--- src/rtl/adder_axi_sequencer.sv ---
// rtl/adder_axi_sequencer.sv - AXI-Lite master sequencing the adder slave for two round-robin requesters
//
// Purpose:
//   Grants one of two requesters at a time (round robin, req0 first after reset).
//   It writes operand a to BASE+0x0 and operand b to BASE+0x4, then reads sum
//   from BASE+0x8 and carry from BASE+0xC. The result goes back on a shared
//   response port, tagged with the id of the requester.
//
// Ports:
//   m1_axi_aclk, m1_axi_areset        clock, asynchronous active-high reset
//   reqN_valid/ready, reqN_a/b        requester operand handshake (N = 0, 1)
//   rsp_valid/ready, rsp_id/sum/carry/err
//                                     tagged result handshake
//   m1_axi_aw*/w*/b*                  AXI-Lite write address, data and response channels
//   m1_axi_ar*/r*                     AXI-Lite read address and data channels
//
// Configuration:
//   SEQ_TIMEOUT_EN   when defined, a watchdog ends any slave wait after
//                    TIMEOUT_CYCLES cycles. The response then carries rsp_err = 1.

module adder_axi_sequencer #(
    parameter int DATA_WIDTH     = 32,
    parameter int ADDR_WIDTH     = 8,
    parameter int BASE_ADDR      = 0,
    parameter int TIMEOUT_CYCLES = 255
) (
    input  logic                      m1_axi_aclk,
    input  logic                      m1_axi_areset,
    input  logic                      req0_valid,
    output logic                      req0_ready,
    input  logic [DATA_WIDTH-1:0]     req0_a,
    input  logic [DATA_WIDTH-1:0]     req0_b,
    input  logic                      req1_valid,
    output logic                      req1_ready,
    input  logic [DATA_WIDTH-1:0]     req1_a,
    input  logic [DATA_WIDTH-1:0]     req1_b,
    output logic                      rsp_valid,
    input  logic                      rsp_ready,
    output logic                      rsp_id,
    output logic [DATA_WIDTH-1:0]     rsp_sum,
    output logic [DATA_WIDTH-1:0]     rsp_carry,
    output logic                      rsp_err,
    output logic [ADDR_WIDTH-1:0]     m1_axi_awaddr,
    output logic                      m1_axi_awvalid,
    input  logic                      m1_axi_awready,
    output logic [DATA_WIDTH-1:0]     m1_axi_wdata,
    output logic [DATA_WIDTH/8-1:0]   m1_axi_wstrb,
    output logic                      m1_axi_wvalid,
    input  logic                      m1_axi_wready,
    input  logic                      m1_axi_bresp,
    input  logic                      m1_axi_bvalid,
    output logic                      m1_axi_bready,
    output logic [ADDR_WIDTH-1:0]     m1_axi_araddr,
    output logic                      m1_axi_arvalid,
    input  logic                      m1_axi_arready,
    input  logic [DATA_WIDTH-1:0]     m1_axi_rdata,
    input  logic                      m1_axi_rresp,
    input  logic                      m1_axi_rvalid,
    output logic                      m1_axi_rready
);

    // Register addresses wrap within ADDR_WIDTH.
    localparam logic [ADDR_WIDTH-1:0] ADDR_A     = ADDR_WIDTH'(BASE_ADDR);
    localparam logic [ADDR_WIDTH-1:0] ADDR_B     = ADDR_WIDTH'(BASE_ADDR + 4);
    localparam logic [ADDR_WIDTH-1:0] ADDR_SUM   = ADDR_WIDTH'(BASE_ADDR + 8);
    localparam logic [ADDR_WIDTH-1:0] ADDR_CARRY = ADDR_WIDTH'(BASE_ADDR + 12);

    typedef enum logic [3:0] {
        IDLE, WA, BA, WB, BB, ARS, RS, ARC, RC, RESP
    } state_t;

    state_t                state;
    state_t                state_next;

    logic                  last_grant;
    logic [DATA_WIDTH-1:0] cur_a;
    logic [DATA_WIDTH-1:0] cur_b;
    // Records address/data handshakes already done in WA/WB, because the slave may accept them in different cycles.
    logic                  aw_done;
    logic                  w_done;

    logic                  grant_en;
    logic                  grant_id;
    logic                  aw_hs;
    logic                  w_hs;
    logic                  err_event;
    logic                  clr_result;
    logic                  cap_sum;
    logic                  cap_carry;
    logic                  timeout_hit;

    assign m1_axi_wstrb = '1;

`ifdef SEQ_TIMEOUT_EN
    localparam int CNT_W = $clog2(TIMEOUT_CYCLES + 1);

    logic [CNT_W-1:0] wd_cnt;

    // Fires in the last allowed cycle. A stuck valid is then high for exactly TIMEOUT_CYCLES cycles.
    assign timeout_hit = (wd_cnt == CNT_W'(TIMEOUT_CYCLES - 1));

    always_ff @(posedge m1_axi_aclk or posedge m1_axi_areset) begin
        if (m1_axi_areset) begin
            wd_cnt <= '0;
        end else if (state_next != state || state == IDLE || state == RESP) begin
            wd_cnt <= '0;
        end else begin
            wd_cnt <= wd_cnt + 1'b1;
        end
    end
`else
    assign timeout_hit = 1'b0;
`endif

    always_ff @(posedge m1_axi_aclk or posedge m1_axi_areset) begin
        if (m1_axi_areset) begin
            state <= IDLE;
        end else begin
            state <= state_next;
        end
    end

    always_comb begin
        state_next     = state;
        grant_en       = 1'b0;
        grant_id       = 1'b0;
        aw_hs          = 1'b0;
        w_hs           = 1'b0;
        err_event      = 1'b0;
        clr_result     = 1'b0;
        cap_sum        = 1'b0;
        cap_carry      = 1'b0;
        req0_ready     = 1'b0;
        req1_ready     = 1'b0;
        rsp_valid      = 1'b0;
        m1_axi_awaddr  = '0;
        m1_axi_awvalid = 1'b0;
        m1_axi_wdata   = '0;
        m1_axi_wvalid  = 1'b0;
        m1_axi_bready  = 1'b0;
        m1_axi_araddr  = '0;
        m1_axi_arvalid = 1'b0;
        m1_axi_rready  = 1'b0;

        case (state)
            IDLE: begin
                // No grant during reset. State already holds IDLE while reset is high, so the requester handshake is gated here.
                if (!m1_axi_areset && (req0_valid || req1_valid)) begin
                    grant_en   = 1'b1;
                    grant_id   = (req0_valid && req1_valid) ? ~last_grant : req1_valid;
                    req0_ready = ~grant_id;
                    req1_ready = grant_id;
                    state_next = WA;
                end
            end
            WA, WB: begin
                m1_axi_awvalid = ~aw_done;
                m1_axi_wvalid  = ~w_done;
                m1_axi_awaddr  = (state == WA) ? ADDR_A : ADDR_B;
                m1_axi_wdata   = (state == WA) ? cur_a : cur_b;
                aw_hs          = m1_axi_awvalid & m1_axi_awready;
                w_hs           = m1_axi_wvalid & m1_axi_wready;
                if ((aw_done || aw_hs) && (w_done || w_hs)) begin
                    state_next = (state == WA) ? BA : BB;
                end
            end
            BA, BB: begin
                m1_axi_bready = 1'b1;
                if (m1_axi_bvalid) begin
                    if (m1_axi_bresp) begin
                        err_event  = 1'b1;
                        state_next = RESP;
                    end else begin
                        state_next = (state == BA) ? WB : ARS;
                    end
                end
            end
            ARS, ARC: begin
                m1_axi_arvalid = 1'b1;
                m1_axi_araddr  = (state == ARS) ? ADDR_SUM : ADDR_CARRY;
                if (m1_axi_arready) begin
                    state_next = (state == ARS) ? RS : RC;
                end
            end
            RS, RC: begin
                m1_axi_rready = 1'b1;
                if (m1_axi_rvalid) begin
                    if (m1_axi_rresp) begin
                        err_event  = 1'b1;
                        state_next = RESP;
                    end else begin
                        cap_sum    = (state == RS);
                        cap_carry  = (state == RC);
                        state_next = (state == RS) ? ARC : RESP;
                    end
                end
            end
            RESP: begin
                rsp_valid = 1'b1;
                if (rsp_ready) begin
                    state_next = IDLE;
                end
            end
            default: begin
                state_next = IDLE;
            end
        endcase

        // The watchdog only ends a wait with no progress. A handshake in the same cycle wins, so no accepted transfer is orphaned.
        if (timeout_hit && state_next == state && state != IDLE && state != RESP) begin
            state_next = RESP;
            err_event  = 1'b1;
            clr_result = 1'b1;
        end
    end

    always_ff @(posedge m1_axi_aclk or posedge m1_axi_areset) begin
        if (m1_axi_areset) begin
            last_grant <= 1'b1;
            cur_a      <= '0;
            cur_b      <= '0;
            aw_done    <= 1'b0;
            w_done     <= 1'b0;
            rsp_id     <= 1'b0;
            rsp_sum    <= '0;
            rsp_carry  <= '0;
            rsp_err    <= 1'b0;
        end else begin
            if (grant_en) begin
                last_grant <= grant_id;
                rsp_id     <= grant_id;
                cur_a      <= grant_id ? req1_a : req0_a;
                cur_b      <= grant_id ? req1_b : req0_b;
                rsp_sum    <= '0;
                rsp_carry  <= '0;
                rsp_err    <= 1'b0;
            end

            if (state_next != state) begin
                aw_done <= 1'b0;
                w_done  <= 1'b0;
            end else begin
                if (aw_hs) begin
                    aw_done <= 1'b1;
                end
                if (w_hs) begin
                    w_done <= 1'b1;
                end
            end

            if (cap_sum) begin
                rsp_sum <= m1_axi_rdata;
            end
            if (cap_carry) begin
                rsp_carry <= m1_axi_rdata;
            end
            if (err_event) begin
                rsp_err <= 1'b1;
            end
            if (clr_result) begin
                rsp_sum   <= '0;
                rsp_carry <= '0;
            end
        end
    end

endmodule

--- config.mk ---
export PLATFORM = sky130hd
export DESIGN_NAME = adder_axi_sequencer
export DESIGN_NICKNAME = d
export VERILOG_FILES = /design/src/rtl/adder_axi_sequencer.sv
export SDC_FILE = /design/constraint.sdc
export NUM_CORES = 1
export LEC_CHECK = 0
export CORE_ASPECT_RATIO = 1.25
export CORE_MARGIN = 4
export CORE_UTILIZATION = 45
export CTS_CLUSTER_SIZE = 25
export DETAILED_ROUTE_END_ITERATION = 7
export PLACE_DENSITY = 0.86
export SETUP_SLACK_MARGIN = 0.5
export SKIP_LAST_GASP = 1
export SLEW_MARGIN = 20
export SYNTH_ARGS = -nofsm -noshare
export SYNTH_HDL_FRONTEND = slang
export SYNTH_SLANG_ARGS = --single-unit
export TNS_END_PERCENT = 20
--- constraint.sdc ---
create_clock -name m1_axi_aclk -period 6.8 [get_ports m1_axi_aclk]
set_clock_uncertainty 0.1 [all_clocks]
set_input_delay 1.36 -clock m1_axi_aclk [delete_from_list [all_inputs] [get_ports m1_axi_aclk]]
set_output_delay 1.36 -clock m1_axi_aclk [all_outputs]
set_load 0.05 [all_outputs]
==> impl_metrics.csv <==
group,metric,value,unit
timing,hold_viol_final,0,
synthesis,ys_ff_latch,137,
worst_setup_path,cp_num_buf_inv,2,
worst_setup_path,rrSetupSlack,3880,ps
worst_setup_path,rr_startpoint,"state[1]",
route,dr.first_iter.drc_count,285,
timing,layout_setup_ws,1500,ps
synthesis,async_reset_ff_frac,1.00,
worst_setup_path,path_common_cell,"clkdlybuf4s50_1",
synthesis,synth.most_common_cell,"dfrtp_1",
route,via_per_inst,5.26,
timing,rsz0062_at_grt,"no",
worst_setup_path,crit_slowest_cell,"or4_4",
cts,cts_tree,"done",
status,status,"finished clean",
grt,first_global_vias,5720,
worst_setup_path,cpPeakStageDelay,900,ps
worst_setup_path,endpoint_kind,"output port",
cts,cts_setup_buffers,0,
synthesis,yosysTopAreaCell,"dfrtp_1",
synthesis,yosysTopAreaCellShare,0.519,
cts,hold_buffers,0,
worst_setup_path,worstRegToRegCells,5,
route,avgRoutedWirePerCell,18.2,um
synthesis,synth_cells,606,
cts,cts_buffer_depth,2,
timing,slew_violations,0,
grt,grt_overflow,0,
cts,cts_root_buf,"clkbuf_16",
layout,area_delta_synth_final,51.3,%
worst_setup_path,crit_chain,"clkdlybuf4s50_1 -> or4_4 -> nor2_1 -> clkdlybuf4s50_1",
grt,grt_pass1_wl,29.4,mm
power_and_ir_drop,p_leak,4.42,nW
cts,htreeDepth,4,
hold_path,whs_path_depth,2,
worst_setup_path,required,5340,ps
grt,antenna_found_initial,0,
layout,antennaDiodeCount,0,
cts,cts.clk_slew.worst_paths,60,ps
synthesis,synth_flop_cell,"dfrtp_1",
synthesis,synth_edf_count,0,
route,num_vias,5559,
layout,num-fill-cells,1110,
layout,final_area,9930,um2
timing,min_period,5300,ps
floorplan,dieArea,16600,um2
grt,grtUsageTotal,0.230,
worst_setup_path,reg2reg_to,"cur_a[3]",
timing,max_freq,0.189,GHz
floorplan,die_h,143,um
cts,cts_buffers,17,
timing,post-route-period-util,0.779,
timing,finalSetupTns,0,ps
power_and_ir_drop,vdd_drop_max,285,uV
hold_path,hold_path.startpoint,"cur_b[1]",
route,first_pass_iters,4,
floorplan,ios,298,
hold_path,min_to,"cur_b[1]",
grt,grt_start_max_net_pins,86,
route,postRouteAntennaNets,0,
cts,cts.repair.resized,0,
timing,tightest_slew,753,ps
synthesis,synth_common_cells,"dfrtp_1 (136), mux2i_1 (96), nand2_1 (72), a22o_1 (64), o21ai_1 (50)",
timing,relSlewSlack,0.498,
floorplan,rows,49,
route,wl,19.2,mm
cts,cts_sinks,137,
synthesis,synth_area,6560,um2
synthesis,ys_seq_area_frac,0.523,
placed_design,dp_hpwl,14.3,mm
run,maxCapViolCount,0,
worst_setup_path,crit_type,"in2out",
placed_design,port_buffers,280,
placed_design,dp_slack,1490,ps
hold_path,hold_path.class,"reg2reg",
synthesis,syn_area_per_cell,10.8,um2
layout,nNetsFinal,1038,
synthesis,yosys.cell_types.count,44,
cts,clk-insertion-delay-late,410,ps
floorplan,initial_utilization,0.457,
route,drc,0,
floorplan,fp.dieW,116,um
placed_design,gp_congestion,0.837,
layout,layout-drive-gt1-share,0.0785,
timing,setup_violations,0,
placed_design,postPlaceCellArea,9350,um2
worst_setup_path,startpoint_type,"primary input",
floorplan,core,14300,um2
power_and_ir_drop,p_per_area,420,nW/um2
worst_setup_path,crit_family,"buffers and inverters",
worst_setup_path,worstPathArrival,3840,ps
synthesis,synth_warnings,0,
synthesis,netlist_top_cells_area,"dfrtp_1 (52%), mux2i_1 (15%), a22o_1 (8.5%)",
worst_setup_path,cp_max_fo,73,
==> kinds of logic (layout without fill, tap and decap cells) <==
kind of cell,count (synthesis),after routing,share of synthesized area
compound gates,151,151,0.165
xor+xnor,1,1,0.00134
buf+inv,68,326,0.0641
flops,137,137,0.523
mux,96,96,0.146
other cells,2,17,0.00114
simple gates,151,151,0.0990
==> stage by stage <==
stage          utilization  std cells  power (mW)  hold WS [ps]
2_1_floorplan            -        621        2.65           350
3_3_place_gp         0.652       1025        3.24           361
3_5_place_dp         0.652       1025        3.29           367
4_1_cts              0.692       1057        4.21           381
5_1_grt              0.692       1057        4.41           406
6_report             0.692       1057        4.17           376
==> area by class of cell <==
type	instances	area [um2]	area share
clock buffers	17	425	0.0428
multi-input cells	416	2790	0.281
repair buffers	291	2890	0.291
flip-flops and latches	137	3430	0.346
clock inverters	15	155	0.0156
well taps	178	223	0.0224
inverters	3	16.3	0.00164
==> per-layer routing <==
metal / global-route usage / vias up / wire length [um]
li1: - / 2652 / -
met1: 0.267 / 2635 / 7290
met5: 0 / - / 0
met4: 0.0837 / 0 / 374
met3: 0.0733 / 21 / 1930
met2: 0.397 / 251 / 9620
==> worst register-to-register path, cell delays in order (launching register included) <==
cell     delay (ps)
dfrtp_2         340
buf_4           560
or2_1           330
or4_4           620
buf_4           640
o21ai_1         190
==> how the worst max path moves through the flow <==
stage | startpoint | to | slack [ps] | cells past startpoint
6_report | m1_axi_areset | req0_ready | 1500 | 4
5_1_grt | m1_axi_areset | req0_ready | 1390 | 4
4_1_cts | m1_axi_areset | req0_ready | 1490 | 4
3_5_place_dp | m1_axi_areset | req0_ready | 1490 | 4
3_3_place_gp | m1_axi_areset | req0_ready | 1490 | 4
2_1_floorplan | m1_axi_areset | aw_done | 1670 | 1
==> power breakdown <==
group / internal (mW) / switching [mW] / total (mW)
Sequential: 1.08 / 0.175 / 1.26
Clock: 0.519 / 0.385 / 0.903
Combinational: 0.727 / 1.28 / 2.01
==> flip-flops by register name, summed over array words and instances, names as in the netlist, 4 cells and up <==
signal     count
cur_b         32
cur_a         32
rsp_carry     32
state          4
rsp_sum       32
==> layout by cell type (no fill, tap or decap), types with 2 or more instances in the layout <==
master / netlist / routed
a21o_1: 2 / 2
a21oi_1: 5 / 5
a22o_1: 64 / 64
a22oi_1: 2 / 2
a31oi_1: 2 / 2
buf_4: 18 / 11
clkbuf_16: 0 / 17
clkdlybuf4s50_1: 0 / 280
clkinvlp_4: 0 / 3
conb_1: 2 / 17
dfrtp_1: 136 / 135
inv_1: 3 / 2
inv_6: 0 / 6
inv_8: 0 / 4
mux2i_1: 96 / 96
nand2_1: 72 / 72
nand2b_1: 3 / 3
nand3_1: 6 / 6
nand3b_1: 2 / 2
nor2_1: 49 / 47
nor2_2: 0 / 2
nor3_1: 6 / 4
nor3_2: 0 / 2
o21ai_0: 5 / 5
o21ai_1: 50 / 50
o21ai_2: 14 / 14
or3b_2: 2 / 2
Power figures use the tool's default switching activity.
